## config.mk

```make
export PLATFORM = sky130hd
export DESIGN_NAME = module_branch_predictor_gshare
export DESIGN_NICKNAME = d
export VERILOG_FILES = /design/src/rtl/bp_pkg.sv /design/src/rtl/module_bp_pht.sv /design/src/rtl/module_branch_predictor_gshare.sv
export SDC_FILE = /design/constraint.sdc
export NUM_CORES = 1
export LEC_CHECK = 0
export ABC_AREA = 1
export CAP_MARGIN = 20
export CORE_MARGIN = 1
export CORE_UTILIZATION = 40
export CTS_BUF_LIST = sky130_fd_sc_hd__clkbuf_16
export DETAILED_ROUTE_END_ITERATION = 8
export HOLD_SLACK_MARGIN = 0.08
export PLACE_DENSITY_LB_ADDON = 0.12
export SETUP_SLACK_MARGIN = 0.4
export SYNTH_ARGS = -nofsm -noshare
export SYNTH_HDL_FRONTEND = slang
export SYNTH_SLANG_ARGS = --single-unit
```

## constraint.sdc

```tcl
create_clock -name clk_i -period 6.8 [get_ports clk_i]
set_input_delay 2.04 -clock clk_i [delete_from_list [all_inputs] [get_ports clk_i]]
set_output_delay 2.04 -clock clk_i [all_outputs]
set_load 0.02 [all_outputs]
```

## src/rtl/bp_pkg.sv

```systemverilog
// Shared types and helpers for the gshare/bimodal branch predictor.
package bp_pkg;

  typedef logic [1:0] ctr2_t;

  localparam ctr2_t SNT = 2'b00;
  localparam ctr2_t WNT = 2'b01;
  localparam ctr2_t WT  = 2'b10;
  localparam ctr2_t ST  = 2'b11;

  typedef enum logic {
    BP_BIMODAL = 1'b0,
    BP_GSHARE  = 1'b1
  } bp_mode_e;

  // Saturating 2-bit counter step toward the resolved direction.
  function automatic ctr2_t ctr_next(input ctr2_t c, input logic taken);
    if (taken) begin
      return (c == ST) ? ST : ctr2_t'(c + 2'd1);
    end
    return (c == SNT) ? SNT : ctr2_t'(c - 2'd1);
  endfunction

endpackage

```

## src/rtl/module_bp_pht.sv

```systemverilog
// Pattern history table: 2-bit counters, combinational read, saturating synchronous write.
module module_bp_pht
  import bp_pkg::*;
#(
  parameter int unsigned PHT_BITS = 6
) (
  input  logic                clk_i,
  input  logic                rst_i,
  input  logic [PHT_BITS-1:0] rd_idx,
  output ctr2_t               rd_ctr_c,
  input  logic                wr_en,
  input  logic [PHT_BITS-1:0] wr_idx,
  input  logic                wr_taken
);

  localparam int DEPTH = 1 << PHT_BITS;

  ctr2_t ctr_q [DEPTH];

  assign rd_ctr_c = ctr_q[rd_idx];

  // Reset wins over a same-edge training write.
  always_ff @(posedge clk_i) begin
    if (!rst_i) begin
      for (int i = 0; i < DEPTH; i++) begin
        ctr_q[i] <= WNT;
      end
    end else if (wr_en) begin
      ctr_q[wr_idx] <= ctr_next(ctr_q[wr_idx], wr_taken);
    end
  end

endmodule

```

## src/rtl/module_branch_predictor_gshare.sv

```systemverilog
// Fetch-stage predictor: tagged direct-mapped BTB plus PHT indexed bimodally or by
// PC xor speculative global history, trained from Execute, with branch statistics.
module module_branch_predictor_gshare
  import bp_pkg::*;
#(
  parameter int unsigned XLEN        = 32,
  parameter int unsigned BTB_ENTRIES = 16,
  parameter int unsigned PHT_BITS    = 6,
  parameter int unsigned GHR_BITS    = 6,
  parameter int unsigned MODE        = 1,
  parameter int unsigned CNT_W       = 32
) (
  input  logic                clk_i,
  input  logic                rst_i,
  input  logic [XLEN-1:0]     pcf_i,
  input  logic                stallf_i,
  output logic                pred_hit_o,
  output logic                pred_taken_o,
  output logic [XLEN-1:0]     pred_next_pc_o,
  output logic [GHR_BITS-1:0] pred_ghr_o,
  input  logic                upd_valid_i,
  input  logic [XLEN-1:0]     upd_pc_i,
  input  logic [XLEN-1:0]     upd_target_i,
  input  logic                upd_taken_i,
  input  logic [GHR_BITS-1:0] upd_ghr_i,
  input  logic                upd_mispredict_i,
  output logic [CNT_W-1:0]    stat_branches_o,
  output logic [CNT_W-1:0]    stat_mispredicts_o
);

  localparam int unsigned BTB_IDX_W = $clog2(BTB_ENTRIES);
  localparam int unsigned TAG_W     = XLEN - 2 - BTB_IDX_W;
  localparam bit          GSHARE    = (MODE == 32'(BP_GSHARE));

  logic [BTB_ENTRIES-1:0] btb_valid_q;
  logic [TAG_W-1:0]       btb_tag_q [BTB_ENTRIES];
  logic [XLEN-1:0]        btb_tgt_q [BTB_ENTRIES];

  logic [GHR_BITS-1:0]    ghr_q, ghr_d, ghr_repair, ghr_spec;
  logic [CNT_W-1:0]       br_cnt_q, mp_cnt_q;

  logic [BTB_IDX_W-1:0]   f_btb_idx, u_btb_idx;
  logic [TAG_W-1:0]       f_tag, u_tag;
  logic [PHT_BITS-1:0]    f_pht_idx, u_pht_idx;
  ctr2_t                  f_ctr;

  logic unused_pc_lsbs;
  assign unused_pc_lsbs = ^{pcf_i[1:0], upd_pc_i[1:0]};

  assign f_btb_idx = pcf_i[2 +: BTB_IDX_W];
  assign f_tag     = pcf_i[XLEN-1 -: TAG_W];
  assign u_btb_idx = upd_pc_i[2 +: BTB_IDX_W];
  assign u_tag     = upd_pc_i[XLEN-1 -: TAG_W];

  generate
    if (GSHARE) begin : g_gshare_idx
      assign f_pht_idx = pcf_i[2 +: PHT_BITS] ^ PHT_BITS'(ghr_q);
      assign u_pht_idx = upd_pc_i[2 +: PHT_BITS] ^ PHT_BITS'(upd_ghr_i);
    end else begin : g_bimodal_idx
      assign f_pht_idx = pcf_i[2 +: PHT_BITS];
      assign u_pht_idx = upd_pc_i[2 +: PHT_BITS];
    end

    if (GHR_BITS == 1) begin : g_ghr_one
      assign ghr_repair = upd_taken_i;
      assign ghr_spec   = pred_taken_o;
    end else begin : g_ghr_wide
      assign ghr_repair = {upd_ghr_i[GHR_BITS-2:0], upd_taken_i};
      assign ghr_spec   = {ghr_q[GHR_BITS-2:0], pred_taken_o};
    end
  endgenerate

  module_bp_pht #(
    .PHT_BITS (PHT_BITS)
  ) u_pht (
    .clk_i    (clk_i),
    .rst_i    (rst_i),
    .rd_idx   (f_pht_idx),
    .rd_ctr_c (f_ctr),
    .wr_en    (upd_valid_i),
    .wr_idx   (u_pht_idx),
    .wr_taken (upd_taken_i)
  );

  // Zero-cycle lookup against pre-edge state.
  assign pred_hit_o     = btb_valid_q[f_btb_idx] && (btb_tag_q[f_btb_idx] == f_tag);
  assign pred_taken_o   = pred_hit_o && f_ctr[1];
  assign pred_next_pc_o = pred_taken_o ? btb_tgt_q[f_btb_idx] : pcf_i + XLEN'(4);
  assign pred_ghr_o     = ghr_q;

  // Execute-side repair outranks the speculative fetch shift.
  always_comb begin
    ghr_d = ghr_q;
    if (!GSHARE) begin
      ghr_d = '0;
    end else if (upd_valid_i && upd_mispredict_i) begin
      ghr_d = ghr_repair;
    end else if (!stallf_i && pred_hit_o) begin
      ghr_d = ghr_spec;
    end
  end

  always_ff @(posedge clk_i) begin
    if (!rst_i) begin
      ghr_q <= '0;
    end else begin
      ghr_q <= ghr_d;
    end
  end

  always_ff @(posedge clk_i) begin
    if (!rst_i) begin
      btb_valid_q <= '0;
    end else if (upd_valid_i && upd_taken_i) begin
      btb_valid_q[u_btb_idx] <= 1'b1;
    end
  end

  // Tag/target storage carries no reset; valid bits gate visibility.
  always_ff @(posedge clk_i) begin
    if (rst_i && upd_valid_i && upd_taken_i) begin
      btb_tag_q[u_btb_idx] <= u_tag;
      btb_tgt_q[u_btb_idx] <= upd_target_i;
    end
  end

  always_ff @(posedge clk_i) begin
    if (!rst_i) begin
      br_cnt_q <= '0;
      mp_cnt_q <= '0;
    end else if (upd_valid_i) begin
      br_cnt_q <= br_cnt_q + CNT_W'(1);
      if (upd_mispredict_i) begin
        mp_cnt_q <= mp_cnt_q + CNT_W'(1);
      end
    end
  end

  assign stat_branches_o    = br_cnt_q;
  assign stat_mispredicts_o = mp_cnt_q;

endmodule
```

==> results of run 1 <==
[cell usage in the layout, fill, tap and decap left out, drive strengths merged, types with 3 or more instances in the layout]
cell           instances
edfxtp              1056
nand2                934
nor2                 748
o21ai                444
inv                  434
buf                  406
nand3                334
clkdlybuf4s50        168
clkbuf               134
o22ai                124
dfxtp                 86
a21oi                 75
clkinv                61
o221ai                47
nor3                  41
o211ai                37
xor2                  35
nand4                 21
a32o                  16
xnor2                 14
nor4                  10
o21a                   9
o31ai                  6
or2                    5
nand3b                 4
a221oi                 3
a31oi                  3
nor3b                  3
mux2i                  3
o22a                   3
ha                     3
bufbuf                 3
[area by class of cell]
type	instances	area, sq um
Fill cell	10978	60600
Sequential cell	1142	33400
Multi-Input combinational cell	2933	14500
Timing Repair Buffer	580	6460
Clock buffer	133	3330
Tap cell	1625	2030
Inverter	398	1540
Clock inverter	100	638
Antenna cell	1	2.50
[worst max path at each step]
stage	from	endpoint	cells after the start
after detailed placement	pcf_i[5]	pred_next_pc_o[26]	21
final	pcf_i[2]	pred_next_pc_o[26]	24
after floorplan	pcf_i[3]	pred_next_pc_o[25]	16
after global placement	pcf_i[5]	pred_next_pc_o[26]	21
after CTS	pcf_i[9]	pred_next_pc_o[26]	17
after global routing	pcf_i[2]	pred_next_pc_o[10]	27
[stage by stage]
step | util (%) | TNS (ns) | worst slack [ns]
5_1_grt | 50.6 | -2.60 | -0.194
3_5_place_dp | 45.5 | -23.02 | -0.930
4_1_cts | 50.3 | 0 | 0.0160
3_3_place_gp | 45.5 | -22.63 | -0.907
2_1_floorplan | - | 0 | 0.575
6_report | 50.6 | -0.443 | -0.118
[repair_timing]
action / in CTS / in global routing
buffers inserted: 30 / 8
gates cloned: 24 / 1
pin swaps: 43 / 22
endpoints found under the setup margin: 34 / 34
gates resized for setup: 493 / 50
hold buffers: 0 / 0
[power groups by stage]
stage / logic [mW] / clock network, mW / registers [mW]
floorplan: 0.724 / 0 / 7.91
global placement: 1.40 / 0 / 7.91
detailed placement: 1.40 / 0 / 7.91
CTS: 1.55 / 6.65 / 7.76
global route: 1.69 / 6.92 / 7.76
finish: 1.57 / 6.53 / 7.76
[kinds of logic after synthesis]
logic type	Yosys count
compound gates	774
buf+inv	645
flops	1142
simple gates	2104
mux	3
fa+ha+maj	3
xor+xnor	49
[tightest hold or removal path: stages, from the launching register on]
cell and delay [ns]:
dfxtp_1 0.32, nand2_1 0.04, o21ai_0 0.05
[routing by layer]
layer / share of wire (%) / track usage (%) / vias up / wire [um]
met2: 46 / 38.8 / 1266 / 72700
li1: - / - / 17321 / -
met4: 1.8 / 6.28 / 22 / 2900
met3: 7.3 / 4.80 / 210 / 11600
met1: 45 / 36.0 / 18352 / 71100
met5: 0.098 / 0 / - / 156
[sequential cells by signal, indices dropped and copies added (netlist names)]
name                count
pred_ghr_o              6
btb_valid_q            16
u_pht.ctr_q           128
stat_mispredicts_o     32
btb_tag_q             416
stat_branches_o        32
btb_tgt_q             512
==> results.md, run 1 <==
* Hold Path Class: register to register
* R2R cell count at 11
* CTS Buffer Depth at 3
* Setup ws final at -0.118 ns
* Buf/Inv on CP at 9
* Mux contribution to synthesized area at 0.0605%
* Vias in the first global route at 35241
* Synth cell types at 52
* RSZ-0062 raised after global routing: true
* Initial core utilization at 40.5%
* Nets at 5297
* Clock-pin slew on the worst setup and hold paths at 0.05 ns
* Hold Path Origin: btb_valid_q[6]$_SDFFE_PN0P_
* DR vias/cell at 5.38
* Area leader, netlist: edfxtp_1
* Worst Hold Depth at 2
* Commonest cells in the netlist: 1056 x edfxtp_1, 931 x nand2_1, 743 x nor2_1, 422 x o21ai_0, 393 x inv_1
* Via count at 37171
* Post-DP HPWL at 92.0 mm
* Status: complete, but fails checks
* Clock tree sinks at 1142
* Gr usage total at 25.0%
* Placed Cells at 6615
* Initial antenna violation count at 16
* Total CTS buffers at 131
* Min Tclk post-route at 6.92 ns
* Setup clock skew after layout at 0.0252 ns
* Post-Layout Cell Count at 6912
* Asr flop ratio synth at 0%
* Crit end category: output port
* Psw at 3.92 mW
* Max_cap viols at 0
* Post-Syn Area at 0.0497 sq mm
* Largest net degree at the start of global routing at 129
* Worst Hold End: btb_valid_q[6]$_SDFFE_PN0P_
* Fin area at 0.0620 sq mm
* Startpoint types: input pin
* Post-synth EDFFs at 1056
* Row count at 128
* Int Power at 12.0 mW
* Post-Synth XOR/XNOR Area at 0.925%
* Clock power share at 41.2%
* DRT iter0 DRCs at 3752
* Crit Path Class: input pin to output port
* Die X-Extent at 354 um
* DRC viols at 0
* Static Leak at 22.6 nW
* Area after DPL at 0.0557 sq mm
* Final Max Slew Viols at 0
* Antenna Nets Post-Route at 0
* CTS root buf: clkbuf_16
* Final Hold Fails at 0
* Crit path max fanout at 12
* Power density cells at 256 mW/mm^2
* Share of the synthesized area in the top cell type at 63.9%
* Main combinational cell family by area after synthesis: simple AND/OR/NAND/NOR gates
* Setup slack, reg-to-reg at 4.06 ns
* Synth Register Bits at 1142
* IO Pins at 212
* # setup viols final at 9
* Slew HR at 23.0%
* CTS tree: built
* Die Y at 354 um
* Core area at 0.123 sq mm
* Main synth FF type: edfxtp_1
* Post-Route WL at 158 mm
* Sequential power share at 48.9%
* Layout cells sized above 1 at 15.3%
* Post-Synth Adder-Cell Area at 0.0756%
* Worst path cell trace: buf_16, inv_16, buf_16, buf_4, buf_16, nand2_1, nand2_1, nand2_1, nand3_2, nand3_4, nand2_1, nand2_1, o21ai_0, nor2_1, nand2_1, nor2_1, nand2_1, nor2_4, nand2_4, buf_12, buf_4, buf_12, o21ai_2, buf_6
* Die area at 0.126 sq mm
* Worst-Margin Slew at 1.15 ns
* Switching fraction of total power at 24.7%
* Worst hold slack at 0.451 ns
* CTS H-tree lvls at 4
* Max Fclk at 0.145 GHz
* Post-Synthesis Cells at 4720
* Grt total ovfl at 0
* Peak supply drop at 0.000240 V
* Area Growth Syn to Fin at 24.8%
* Mean Syn Cell Area at 10.5 sq um
* Crit path DAT at 4.88 ns
* Drt pass-1 iters at 5
* Wirelength per Cell at 22.9 um
* First-pass GRT wire length at 233 mm
* Mapped Nets at 4831
* Top-count cell post-synth: edfxtp_1
* CP required at 4.76 ns
* Worst path max stage delay at 0.26 ns
* Area contributors post-synth: edfxtp_1 64%, nand2_1 7.0%, nor2_1 5.6%, o21ai_0 4.3%, dfxtp_1 3.5%
* YS warnings at 0
* Register area share after synthesis at 67.3%
* Crit share post-route at 102%
* Port Buffers at 209
* Total power at 15.9 mW
* CP most frequent cell: nand2_1
* Failing checks: setup timing
* Slowest CP cell: o21ai_2
* Reg-to-reg critical path endpoint: stat_branches_o[26]$_SDFFE_PN0P_
* Simple-gate share of the synthesized area at 17.2%
* Clock latency on the worst-skew pair at 0.74 ns
* Crit path max-delay family: buffers and inverters
* RR Startpoint: stat_branches_o[0]$_SDFFE_PN0P_
* Compound-Gate Fraction of Synth Area at 9.00%
* RePlAce Congestion at 0.926
* Logic pwr share at 9.9%
(Power assumes the default switching activity.)
==> inputs of run 2 (changes only) <==
Settings changed: SETUP_SLACK_MARGIN 0.4 to unset.
==> run 2 against run 1 <==
Effect of this change:
- the flow still finishes with violations (setup timing)
- sequential cell count is the same
- setup slack gained 0.054 ns
- maximum frequency grew 0.78%
- final cell count shrank 0.17%
- sequential share of layout area grew 0.36 points
- design area shrank 0.67%
- wire length is essentially flat
- utilization shrank 0.34 points
- sequential power is essentially flat
- power shrank 0.15%
- worst hold slack gained 0.00050 ns
- largest cell class unchanged
==> results.md, run 2 (synthesized netlist as in run 1, its figures left out) <==
* Clock-pin slew on the worst setup and hold paths at 0.06 ns (about the same)
* Multi-input logic area at 0.0143 sq mm (-1.2%)
* CTS H-tree lvls at 4 (unchanged)
* Final Hold Fails at 0 (unchanged)
* Failing checks: setup timing
* Row count at 128 (unchanged)
* Most common cell after layout, fill and taps aside: edfxtp_1
* Port Buffers at 209 (unchanged)
* RSZ-0062 raised after global routing: true
* Crit Path Class: input pin to output port
* Gr usage total at 24.6% (-0.44 points)
* Worst hold slack at 0.451 ns (+0.000501 ns)
* Area Growth Syn to Fin at 23.9%
* Post-DP HPWL at 92.0 mm (unchanged)
* Max reg flops at 512 (unchanged)
* Slew HR at 23.4% (+0.43 points)
* Crit share post-route at 101% (-0.79 points)
* Grt total ovfl at 0 (unchanged)
* Power density cells at 257 mW/mm^2 (+0.52%)
* Biggest register: btb_tgt_q
* Hold Path Class: register to register
* Switching fraction of total power at 24.7% (about the same)
* CTS Buffer Depth at 3 (unchanged)
* Die X-Extent at 354 um (unchanged)
* Total power at 15.8 mW (-0.15%)
* Setup Total Neg Slack at -0.305 ns (+0.138 ns)
* Antenna Nets Post-Route at 0 (unchanged)
* Logic pwr share at 9.8% (about the same)
* CP required at 4.76 ns (about the same)
* CTS tree: built
* Largest regs: btb_tgt_q x512, btb_tag_q x416, u_pht.ctr_q x128
* Clock tree sinks at 1142 (unchanged)
* Reg area at 0.0334 sq mm (unchanged)
* Leading cell types in the layout, fill and taps excluded: 1056 x edfxtp_1, 871 x nand2_1, 711 x nor2_1
* Vias in the first global route at 34799 (-1.3%)
* Post-Layout Cell Count at 6900 (-0.17%)
* CTS root buf: clkbuf_16
* # setup viols final at 12 (+3)
* First-pass GRT wire length at 229 mm (-1.6%)
* Wirelength per Cell at 23.0 um (+0.16%)
* Initial antenna violation count at 17 (+1)
* Max_cap viols at 0 (unchanged)
* Total CTS buffers at 131 (unchanged)
* Post-Route WL at 158 mm (about the same)
* Setup ws final at -0.0647 ns (+0.0537 ns)
* Die Y at 354 um (unchanged)
* Crit path max fanout at 18 (+6)
* Layout cells sized above 1 at 14.6% (-0.70 points)
* DRT iter0 DRCs at 3594 (-4.2%)
* Drt pass-1 iters at 6 (+1)
* Peak supply drop at 0.000240 V (-0.22%)
* RePlAce Congestion at 0.926 (unchanged)
* Crit path DAT at 4.82 ns (-0.06 ns)
* # fillers at 11024 (+0.42%)
* Min Tclk post-route at 6.86 ns (-0.0537 ns)
* Status: complete, but fails checks
* DRC viols at 0 (unchanged)
* Die area at 0.126 sq mm (unchanged)
* Nets at 5284 (-0.25%)
* Clock power share at 41.2% (about the same)
* Int Power at 11.9 mW (-0.12%)
* Via count at 37222 (+0.14%)
* Psw at 3.91 mW (-0.25%)
* Initial core utilization at 40.5% (unchanged)
* Core area at 0.123 sq mm (unchanged)
* DR vias/cell at 5.39 (+0.31%)
* Largest net degree at the start of global routing at 129 (unchanged)
* Placed Cells at 6615 (unchanged)
* Startpoint types: input pin
* Max Fclk at 0.146 GHz (+0.78%)
* Clock latency on the worst-skew pair at 0.73 ns (about the same)
* Crit end category: output port
* Sequential power share at 49.0% (about the same)
* Final Max Slew Viols at 0 (unchanged)
* Static Leak at 22.4 nW (-0.62%)
* IO Pins at 212 (unchanged)
* Worst-Margin Slew at 1.15 ns (-0.00636 ns)
* Setup clock skew after layout at 0.0249 ns (-0.000319 ns)
## run 2: worst paths after layout
path	startpoint	endpoint	slack, ns	cells after the start
max reg2reg	stat_branches_o[0]$_SDFFE_PN0P_	stat_branches_o[26]$_SDFFE_PN0P_	4.06	11
max	pcf_i[5]	pred_next_pc_o[26]	-0.06	20
min	btb_valid_q[0]$_SDFFE_PN0P_	btb_valid_q[0]$_SDFFE_PN0P_	0.45	2
min reg2reg	btb_valid_q[0]$_SDFFE_PN0P_	btb_valid_q[0]$_SDFFE_PN0P_	0.45	2
## run 2: metal layers
metal,GRT usage [%],part of all wire [%],up-vias
met2,37.9,46,1390
met3,4.50,8.1,236
met1,35.7,44,18270
met4,6.15,2.0,24
met5,0,0.099,-
li1,-,-,17302
## run 2: through the flow
step / worst slack (ns) / utilization (%) / instance area, sq um
floorplan: 0.575 / - / 49700
global placement: -0.907 / 45.5 / 55700
detailed placement: -0.930 / 45.5 / 55700
CTS: -0.157 / 49.2 / 60300
global route: -0.236 / 50.2 / 61500
finish: -0.0647 / 50.2 / 61500
## run 2: power by group through the flow
stage                     Combinational (mW)  Clock [mW]  Sequential [mW]
final                                   1.55        6.53             7.76
after global routing                    1.67        6.92             7.76
after CTS                               1.46        6.65             7.76
after detailed placement                1.40           0             7.91
after global placement                  1.40           0             7.91
after floorplan                        0.724           0             7.91
## run 2: timing repair
item | CTS | global route
resized for setup | 225 | 238
hold buffers | 0 | 0
pin swaps | 9 | 66
setup endpoints to repair | 33 | 33
gates cloned | 9 | 16
endpoints found under the hold margin | 0 | 0
setup buffers | 13 | 17
## run 2: cell type report
type / instances / area share [%]
Antenna cell: 2 / 0.00813
Clock buffer: 133 / 5.41
Clock inverter: 100 / 1.04
Inverter: 398 / 2.51
Multi-Input combinational cell: 2933 / 23.3
Sequential cell: 1142 / 54.3
Tap cell: 1625 / 3.30
Timing Repair Buffer: 567 / 10.1
## run 2: critical path, cell delays in order
cell and delay, ns:
clkdlybuf4s15_2 0.20, buf_12 0.15, inv_8 0.06, buf_4 0.33, buf_4 0.23, nand3_2 0.11
nand3_2 0.09, buf_4 0.11, nand2_1 0.05, nor2_1 0.12, nand3_1 0.09, nor2_1 0.09
nand2_1 0.10, nor2_4 0.14, nand2_2 0.08, buf_12 0.14, buf_6 0.14, buf_12 0.15
o21ai_4 0.21, buf_6 0.15
